$ cat src/rtl/mem_wb_stage_if.sv
// MEM/WB bus: memory-stage beat inputs plus writeback and PC-load outputs.
// The master drives beats into the stage; the slave is the stage itself.
interface mem_wb_stage_if #(
  parameter int unsigned DATA_W     = 16,
  parameter int unsigned REG_ADDR_W = 3,
  parameter int unsigned PC_W       = 32
);
  logic                  in_valid;
  logic                  stall;
  logic                  flush;
  logic                  mem_to_reg;
  logic                  reg_write;
  logic [REG_ADDR_W-1:0] rdst;
  logic [DATA_W-1:0]     alu_result;
  logic [DATA_W-1:0]     mem_data;
  logic                  pc_pop;
  logic                  wb_en;
  logic [REG_ADDR_W-1:0] wb_addr;
  logic [DATA_W-1:0]     wb_data;
  logic                  pc_load;
  logic [PC_W-1:0]       pc_value;
  logic                  pop_busy;
  logic                  pop_err;

  modport master (
    output in_valid, stall, flush, mem_to_reg, reg_write, rdst, alu_result, mem_data, pc_pop,
    input  wb_en, wb_addr, wb_data, pc_load, pc_value, pop_busy, pop_err
  );

  modport slave (
    input  in_valid, stall, flush, mem_to_reg, reg_write, rdst, alu_result, mem_data, pc_pop,
    output wb_en, wb_addr, wb_data, pc_load, pc_value, pop_busy, pop_err
  );
endinterface

$ cat src/rtl/mem_wb_stage.sv
// MEM/WB pipeline register and writeback stage; also assembles a return PC
// from two consecutive stack-pop beats (high half first) and pulses pc_load.
module mem_wb_stage #(
  parameter int unsigned DATA_W     = 16,
  parameter int unsigned REG_ADDR_W = 3,
  parameter int unsigned PC_W       = 32
) (
  input  logic          clk,
  input  logic          rst,
  mem_wb_stage_if.slave bus
);

  typedef enum logic [0:0] {IDLE = 1'b0, GOT_HI = 1'b1} state_t;

  state_t                state_q, state_d;
  logic                  wb_en_q, wb_en_d;
  logic [REG_ADDR_W-1:0] wb_addr_q, wb_addr_d;
  logic [DATA_W-1:0]     wb_data_q, wb_data_d;
  logic                  pc_load_q, pc_load_d;
  logic [PC_W-1:0]       pc_value_q, pc_value_d;
  logic                  pop_busy_q, pop_busy_d;
  logic                  pop_err_q, pop_err_d;
  logic [DATA_W-1:0]     hi_q, hi_d;
  logic                  accept_c;

  assign accept_c = bus.in_valid & ~bus.stall & ~bus.flush;

  // State register
  always_ff @(posedge clk or negedge rst) begin
    if (!rst) state_q <= IDLE;
    else      state_q <= state_d;
  end

  // Next state: flush aborts a pop; any accepted beat in GOT_HI returns to IDLE
  always_comb begin
    state_d = state_q;
    if (bus.flush) begin
      state_d = IDLE;
    end else if (accept_c) begin
      case (state_q)
        IDLE:    if (bus.pc_pop) state_d = GOT_HI;
        GOT_HI:  state_d = IDLE;
        default: state_d = IDLE;
      endcase
    end
  end

  // Next output values; pulses default low, data outputs hold
  always_comb begin
    wb_en_d    = 1'b0;
    pc_load_d  = 1'b0;
    wb_addr_d  = wb_addr_q;
    wb_data_d  = wb_data_q;
    pc_value_d = pc_value_q;
    pop_err_d  = pop_err_q;
    hi_d       = hi_q;
    pop_busy_d = (state_d == GOT_HI);
    if (accept_c) begin
      if (!bus.pc_pop) begin
        wb_en_d   = bus.reg_write;
        wb_addr_d = bus.rdst;
        wb_data_d = bus.mem_to_reg ? bus.mem_data : bus.alu_result;
        if (state_q == GOT_HI) begin
          pop_err_d = 1'b1;
          hi_d      = '0;
        end
      end else if (state_q == IDLE) begin
        hi_d = bus.mem_data;
      end else begin
        pc_load_d  = 1'b1;
        pc_value_d = PC_W'({hi_q, bus.mem_data});
      end
    end
  end

  // Output and datapath registers
  always_ff @(posedge clk or negedge rst) begin
    if (!rst) begin
      wb_en_q    <= 1'b0;
      wb_addr_q  <= '0;
      wb_data_q  <= '0;
      pc_load_q  <= 1'b0;
      pc_value_q <= '0;
      pop_busy_q <= 1'b0;
      pop_err_q  <= 1'b0;
      hi_q       <= '0;
    end else begin
      wb_en_q    <= wb_en_d;
      wb_addr_q  <= wb_addr_d;
      wb_data_q  <= wb_data_d;
      pc_load_q  <= pc_load_d;
      pc_value_q <= pc_value_d;
      pop_busy_q <= pop_busy_d;
      pop_err_q  <= pop_err_d;
      hi_q       <= hi_d;
    end
  end

  assign bus.wb_en    = wb_en_q;
  assign bus.wb_addr  = wb_addr_q;
  assign bus.wb_data  = wb_data_q;
  assign bus.pc_load  = pc_load_q;
  assign bus.pc_value = pc_value_q;
  assign bus.pop_busy = pop_busy_q;
  assign bus.pop_err  = pop_err_q;

endmodule

$ cat src/flat_wrapper.sv
// flat-port wrapper written by rule: the top's interface ports become plain ports
module mem_wb_stage_flat 
#(
  parameter int unsigned DATA_W     = 16,
  parameter int unsigned REG_ADDR_W = 3,
  parameter int unsigned PC_W       = 32
)
  (clk, rst, bus_in_valid, bus_stall, bus_flush, bus_mem_to_reg, bus_reg_write, bus_rdst, bus_alu_result, bus_mem_data, bus_pc_pop, bus_wb_en, bus_wb_addr, bus_wb_data, bus_pc_load, bus_pc_value, bus_pop_busy, bus_pop_err);
  mem_wb_stage_if #(.DATA_W(DATA_W), .REG_ADDR_W(REG_ADDR_W), .PC_W(PC_W)) bus_i ();
  input  logic clk;
  input  logic rst;
  input wire logic [$bits(bus_i.in_valid)-1:0] bus_in_valid;
  input wire logic [$bits(bus_i.stall)-1:0] bus_stall;
  input wire logic [$bits(bus_i.flush)-1:0] bus_flush;
  input wire logic [$bits(bus_i.mem_to_reg)-1:0] bus_mem_to_reg;
  input wire logic [$bits(bus_i.reg_write)-1:0] bus_reg_write;
  input wire logic [$bits(bus_i.rdst)-1:0] bus_rdst;
  input wire logic [$bits(bus_i.alu_result)-1:0] bus_alu_result;
  input wire logic [$bits(bus_i.mem_data)-1:0] bus_mem_data;
  input wire logic [$bits(bus_i.pc_pop)-1:0] bus_pc_pop;
  output wire logic [$bits(bus_i.wb_en)-1:0] bus_wb_en;
  output wire logic [$bits(bus_i.wb_addr)-1:0] bus_wb_addr;
  output wire logic [$bits(bus_i.wb_data)-1:0] bus_wb_data;
  output wire logic [$bits(bus_i.pc_load)-1:0] bus_pc_load;
  output wire logic [$bits(bus_i.pc_value)-1:0] bus_pc_value;
  output wire logic [$bits(bus_i.pop_busy)-1:0] bus_pop_busy;
  output wire logic [$bits(bus_i.pop_err)-1:0] bus_pop_err;
  assign bus_i.in_valid = bus_in_valid;
  assign bus_i.stall = bus_stall;
  assign bus_i.flush = bus_flush;
  assign bus_i.mem_to_reg = bus_mem_to_reg;
  assign bus_i.reg_write = bus_reg_write;
  assign bus_i.rdst = bus_rdst;
  assign bus_i.alu_result = bus_alu_result;
  assign bus_i.mem_data = bus_mem_data;
  assign bus_i.pc_pop = bus_pc_pop;
  assign bus_wb_en = bus_i.wb_en;
  assign bus_wb_addr = bus_i.wb_addr;
  assign bus_wb_data = bus_i.wb_data;
  assign bus_pc_load = bus_i.pc_load;
  assign bus_pc_value = bus_i.pc_value;
  assign bus_pop_busy = bus_i.pop_busy;
  assign bus_pop_err = bus_i.pop_err;
  mem_wb_stage #(.DATA_W(DATA_W), .REG_ADDR_W(REG_ADDR_W), .PC_W(PC_W)) u_core (.clk(clk), .rst(rst), .bus(bus_i));
endmodule
$ cat config.mk
export PLATFORM = sky130hd
export DESIGN_NAME = mem_wb_stage_flat
export DESIGN_NICKNAME = d
export VERILOG_FILES = /design/src/rtl/mem_wb_stage_if.sv /design/src/rtl/mem_wb_stage.sv /design/src/flat_wrapper.sv
export SDC_FILE = /design/constraint.sdc
export NUM_CORES = 1
export LEC_CHECK = 0
export BUFFER_PORTS_ARGS = -buffer_cell sky130_fd_sc_hd__buf_2
export CORE_MARGIN = 2
export CORE_UTILIZATION = 53
export DETAILED_ROUTE_END_ITERATION = 8
export GPL_ROUTABILITY_DRIVEN = 0
export PLACE_DENSITY = 0.83
export SETUP_SLACK_MARGIN = 0.3
export SLEW_MARGIN = 15
export SYNTH_ARGS = -nofsm -noshare
export SYNTH_HDL_FRONTEND = slang
export SYNTH_SLANG_ARGS = --single-unit
$ cat constraint.sdc
create_clock -name clk -period 3.35 [get_ports clk]
set_input_delay 0.335 -clock clk [delete_from_list [all_inputs] [get_ports clk]]
set_output_delay 0.335 -clock clk [all_outputs]
set_load 0.05 [all_outputs]
-- Yosys cells after proc, flatten, opt, wreduce, memory -nomap -nowiden
Index checks and enable logic that the tools add are counted.
- bits in registers: 71
- input port bits: 43
- output and inout port bits: 55
- eq/ne operators: 1
- multiplexer cells: 13
- bitwise operators: 6
- reductions and logical operators: 6
- operators by type and width (cell ; count):
    16-bit 2-to-1 mux ; 4
    3-bit AND reduction ; 3
    1-bit 2-to-1 mux ; 8
    1-bit NOT ; 4
    2-bit nonzero test ; 2
    1-bit bitwise AND ; 2
    2-bit inequality test (second input constant) ; 1
    1-bit case mux with 2 select lines ; 1
    2-bit AND reduction ; 1

-- Longest topological paths before layout
- depth in word-level cells: 5
- gate-level depth with buffers: 7

-- Worst setup path after synthesis
No wires, ideal clock.
- path kind: reg-to-reg
- start: register u_core.state_q
- end: register u_core.hi_q[1]
- library setup time: 126 ps
- arrival time: 1915 ps
- required time: 3224 ps
- slack: 1309 ps
- stages on the path, launching flop included: 8
- buffers on the path: 2
- period minus slack after synthesis: 2041 ps
- cell sequence: dfrtp_1 inv_1 ha_1 or4b_1 buf_2 buf_2 nand2_1 o21ai_0
- longest elaborated chain between the ends: 2
- elaborated cells on any way between the ends: 3
- RTL lines (item ; line ; text):
    start: declaration ; mem_wb_stage.sv:15 ; state_t state_q, state_d;
    start signal: assignment ; mem_wb_stage.sv:31 ; else state_q <= state_d;
    2-bit inequality test (no source line) or 2-bit nonzero test (tied branches) ; -- ;
    3-bit AND reduction (no source line) (*) ; -- ;
    end signal: assignment ; mem_wb_stage.sv:95 ; hi_q <= hi_d;
    end: declaration ; mem_wb_stage.sv:23 ; logic [DATA_W-1:0] hi_q, hi_d;
Mark *: on every way between the ends. The rest lies on a longest branch, timed or not.
A chain may end at the register's enable or synchronous reset.

-- Final worst setup path
- start: register u_core.state_q
- end: register u_core.hi_q[2]
Same word-level chain as after synthesis.

==> flow_metrics.tcl <==
set metrics [dict create \
    status "finished, final reports clean" \
    avgRoutedWirePerCell_um 14.68 \
    pwr_density_cell_nw_per_um2 663.3 \
    netlist_area_um2 2912 \
    layout.nets 372 \
    rsz0062_at_grt "no" \
    drtIter0Drc 112 \
    clock_skew_ns 0.008909 \
    use_met1_pct 28.40 \
    final_common_cell "buf_2" \
    n_fill_cell 393 \
    num_vias 1991 \
    placed_area_um2 3391 \
    postCtsHoldBufs 0 \
    hold_class "input pin to async pin" \
    synthDistinctLibCells 22 \
    drc 0 \
    via_per_inst 4.965 \
    drive_gt1_share_pct 44.71 \
    coreArea_um2 5205 \
    placed_cells 386 \
    fin_util_pct 69.23 \
    cp.arrival_ns 2.29 \
    start_util_pct 55.94 \
    grt_most_used_layer "met2" \
    grt_overflow 0 \
    grt_pass1_vias 2055 \
    clock_path_buffers 2 \
    reg2reg_slack_ns 1.23 \
    ant_nets 0 \
    cp_max_fo 32 \
    layout_setup_ws_ns 1.227 \
    endpoint_kind "flop" \
    crit_chain "inv_1, ha_1, or4b_1, nand2_1, o21ai_0" \
    use_met2_pct 33.62 \
    post_cts_buffers 0 \
    slowest_delay_ns 0.86 \
    syn_to_final_growth_pct 23.76 \
    multiInputGateArea_um2 1007 \
    slowest_stage "or4b_1" \
    ys_ff_latch 71 \
    endpoint "u_core.hi_q[2]" \
    max_freq_mhz 470.9 \
    cts_sinks 71 \
    insertion_delay_ns 0.33 \
    max_cap_viol_count 0 \
    antenna_found_initial 0 \
    boundaryPins 98 \
    die_y_um 78.12 \
    cts_buffers 9 \
    grt_pass1_wl_um 9970 \
    hold_violations 0 \
    final_cell_area_um2 3603 \
    tns_ns 0 \
    use_met3_pct 5.402 \
    synth.avg_cell_area_um2 12.66 \
    die_area_um2 6102 \
    synth_warnings 0 \
    rows 26 \
    cts-root-buf "clkbuf_8" \
    syn_inst 230 \
    start_kind "flop" \
    grt_usage_pct 21.35 \
    routed_wl_um 5887 \
    dpl.hpwl_um 4398 \
    dr.pass1.iters 4 \
    cts_tree "done" \
    worst_pin_slew_ns 0.8235 \
    crit_path_start "u_core.state_q" \
    grt_max_degree 39 \
    worst_hold_slack_ns 0.09365 \
    diodes 0 \
    ir_drop_mv 0.3855 \
    fin_cells 401 \
    maxSlewViolCount 0 \
    register_area_um2 1777 \
    final_cell_mix "97 x buf_2, 71 x dfrtp_1, 33 x mux2_2" \
    port_buffers 97 \
    die_width_um 78.12 \
    ys_seq_area_share_pct 61.02 \
    power_leakage_nw 1.929 \
    r2r_start "u_core.state_q" \
    path_clk_slew_ns 0.07 \
    period_share_pct 63.39 \
    syn_nets 275 \
    fin_crit_ns 2.123 \
    slew_headroom_pct 45.10 \
    r2r_end "u_core.hi_q[2]" \
    clock_tree.htree_level_count 3 \
    setup_viol 0 \
    worstPathRequired_ns 3.52 \
    pre_cts_slack_ns 1.095 \
    rr_worst_depth 5 \
    crit_type "flop to flop" \
    power_mw 2.390 \
    cts_resized 0 \
]
## cell usage after synthesis
cell type,instances,area (µm²)
o21ai_0,12,60.06
inv_1,1,3.750
nor3b_1,1,7.510
clkbuf_2,1,5.000
nor2b_1,1,6.260
ha_1,2,25.02
clkbuf_1,1,3.750
mux2_2,33,371.6
mux2i_1,17,170.2
a21oi_1,16,80.08
and3_1,1,6.260
dfrtp_1,71,1777
nand2_1,32,120.1
nor4b_4,1,23.77
and2_1,2,12.51
a21o_1,1,7.510
o21ai_1,4,20.02
nor2_1,17,63.81
buf_2,5,25.02
mux2_1,2,22.52
buf_6,8,90.09
or4b_1,1,10.01
## critical path, delay by kind of cell (launching register included)
family                   cells  cell delay [ns]
AND/OR/NAND/NOR              2             1.06
flip-flops                   1             0.44
adder cells (fa/ha/maj)      1             0.28
AO/OA/AOI/OAI                1             0.11
buffers and inverters        1             0.07
## state kept, by name, summed over array words and instances, names as in the netlist
name	count
u_core.bus.pc_load	1
u_core.bus.pc_value	32
u_core.bus.pop_err	1
u_core.bus.wb_addr	3
u_core.bus.wb_data	16
u_core.bus.wb_en	1
u_core.hi_q	16
u_core.state_q	1
## how the worst min path moves through the flow
| stage | to | startpoint | cells after the start |
|---|---|---|---|
| floorplan | u_core.bus.pc_load | rst | 0 |
| global placement | u_core.bus.pop_err | u_core.bus.pop_err | 1 |
| detailed placement | u_core.bus.pop_err | u_core.bus.pop_err | 1 |
| CTS | u_core.bus.wb_addr[2] | rst | 1 |
| global route | u_core.bus.wb_addr[1] | rst | 1 |
| finish | u_core.bus.wb_addr[1] | rst | 1 |
## metal layers
metal	up-vias	part of all wire (%)
li1	970	-
met1	957	45
met2	56	48
met3	8	4.7
met4	0	2.0
met5	-	0
## cell type report
class / count / share of cell area (%)
Clock buffer: 12 / 4.028
Clock inverter: 3 / 1.875
Inverter: 1 / 0.1042
Multi-Input combinational cell: 143 / 27.95
Sequential cell: 71 / 49.31
Tap cell: 70 / 2.431
Timing Repair Buffer: 101 / 14.31
## cell families after synthesis
kind of cell,Yosys count,share of synthesized area [%]
muxes,52,19.38
adders and majority gates,2,0.8593
AOI/OAI and AO/OA,33,5.759
buffers and inverters,16,4.383
and+or+nand+nor,56,8.595
DFF,71,61.02
## power breakdown
group / leakage (nW) / internal [mW] / switching, mW
Sequential: 0.916 / 0.980 / 0.0645
Clock: 0.103 / 0.436 / 0.286
Combinational: 0.911 / 0.160 / 0.464
Total: 1.93 / 1.58 / 0.814
Note: power is estimated with default switching activity, not from simulation.
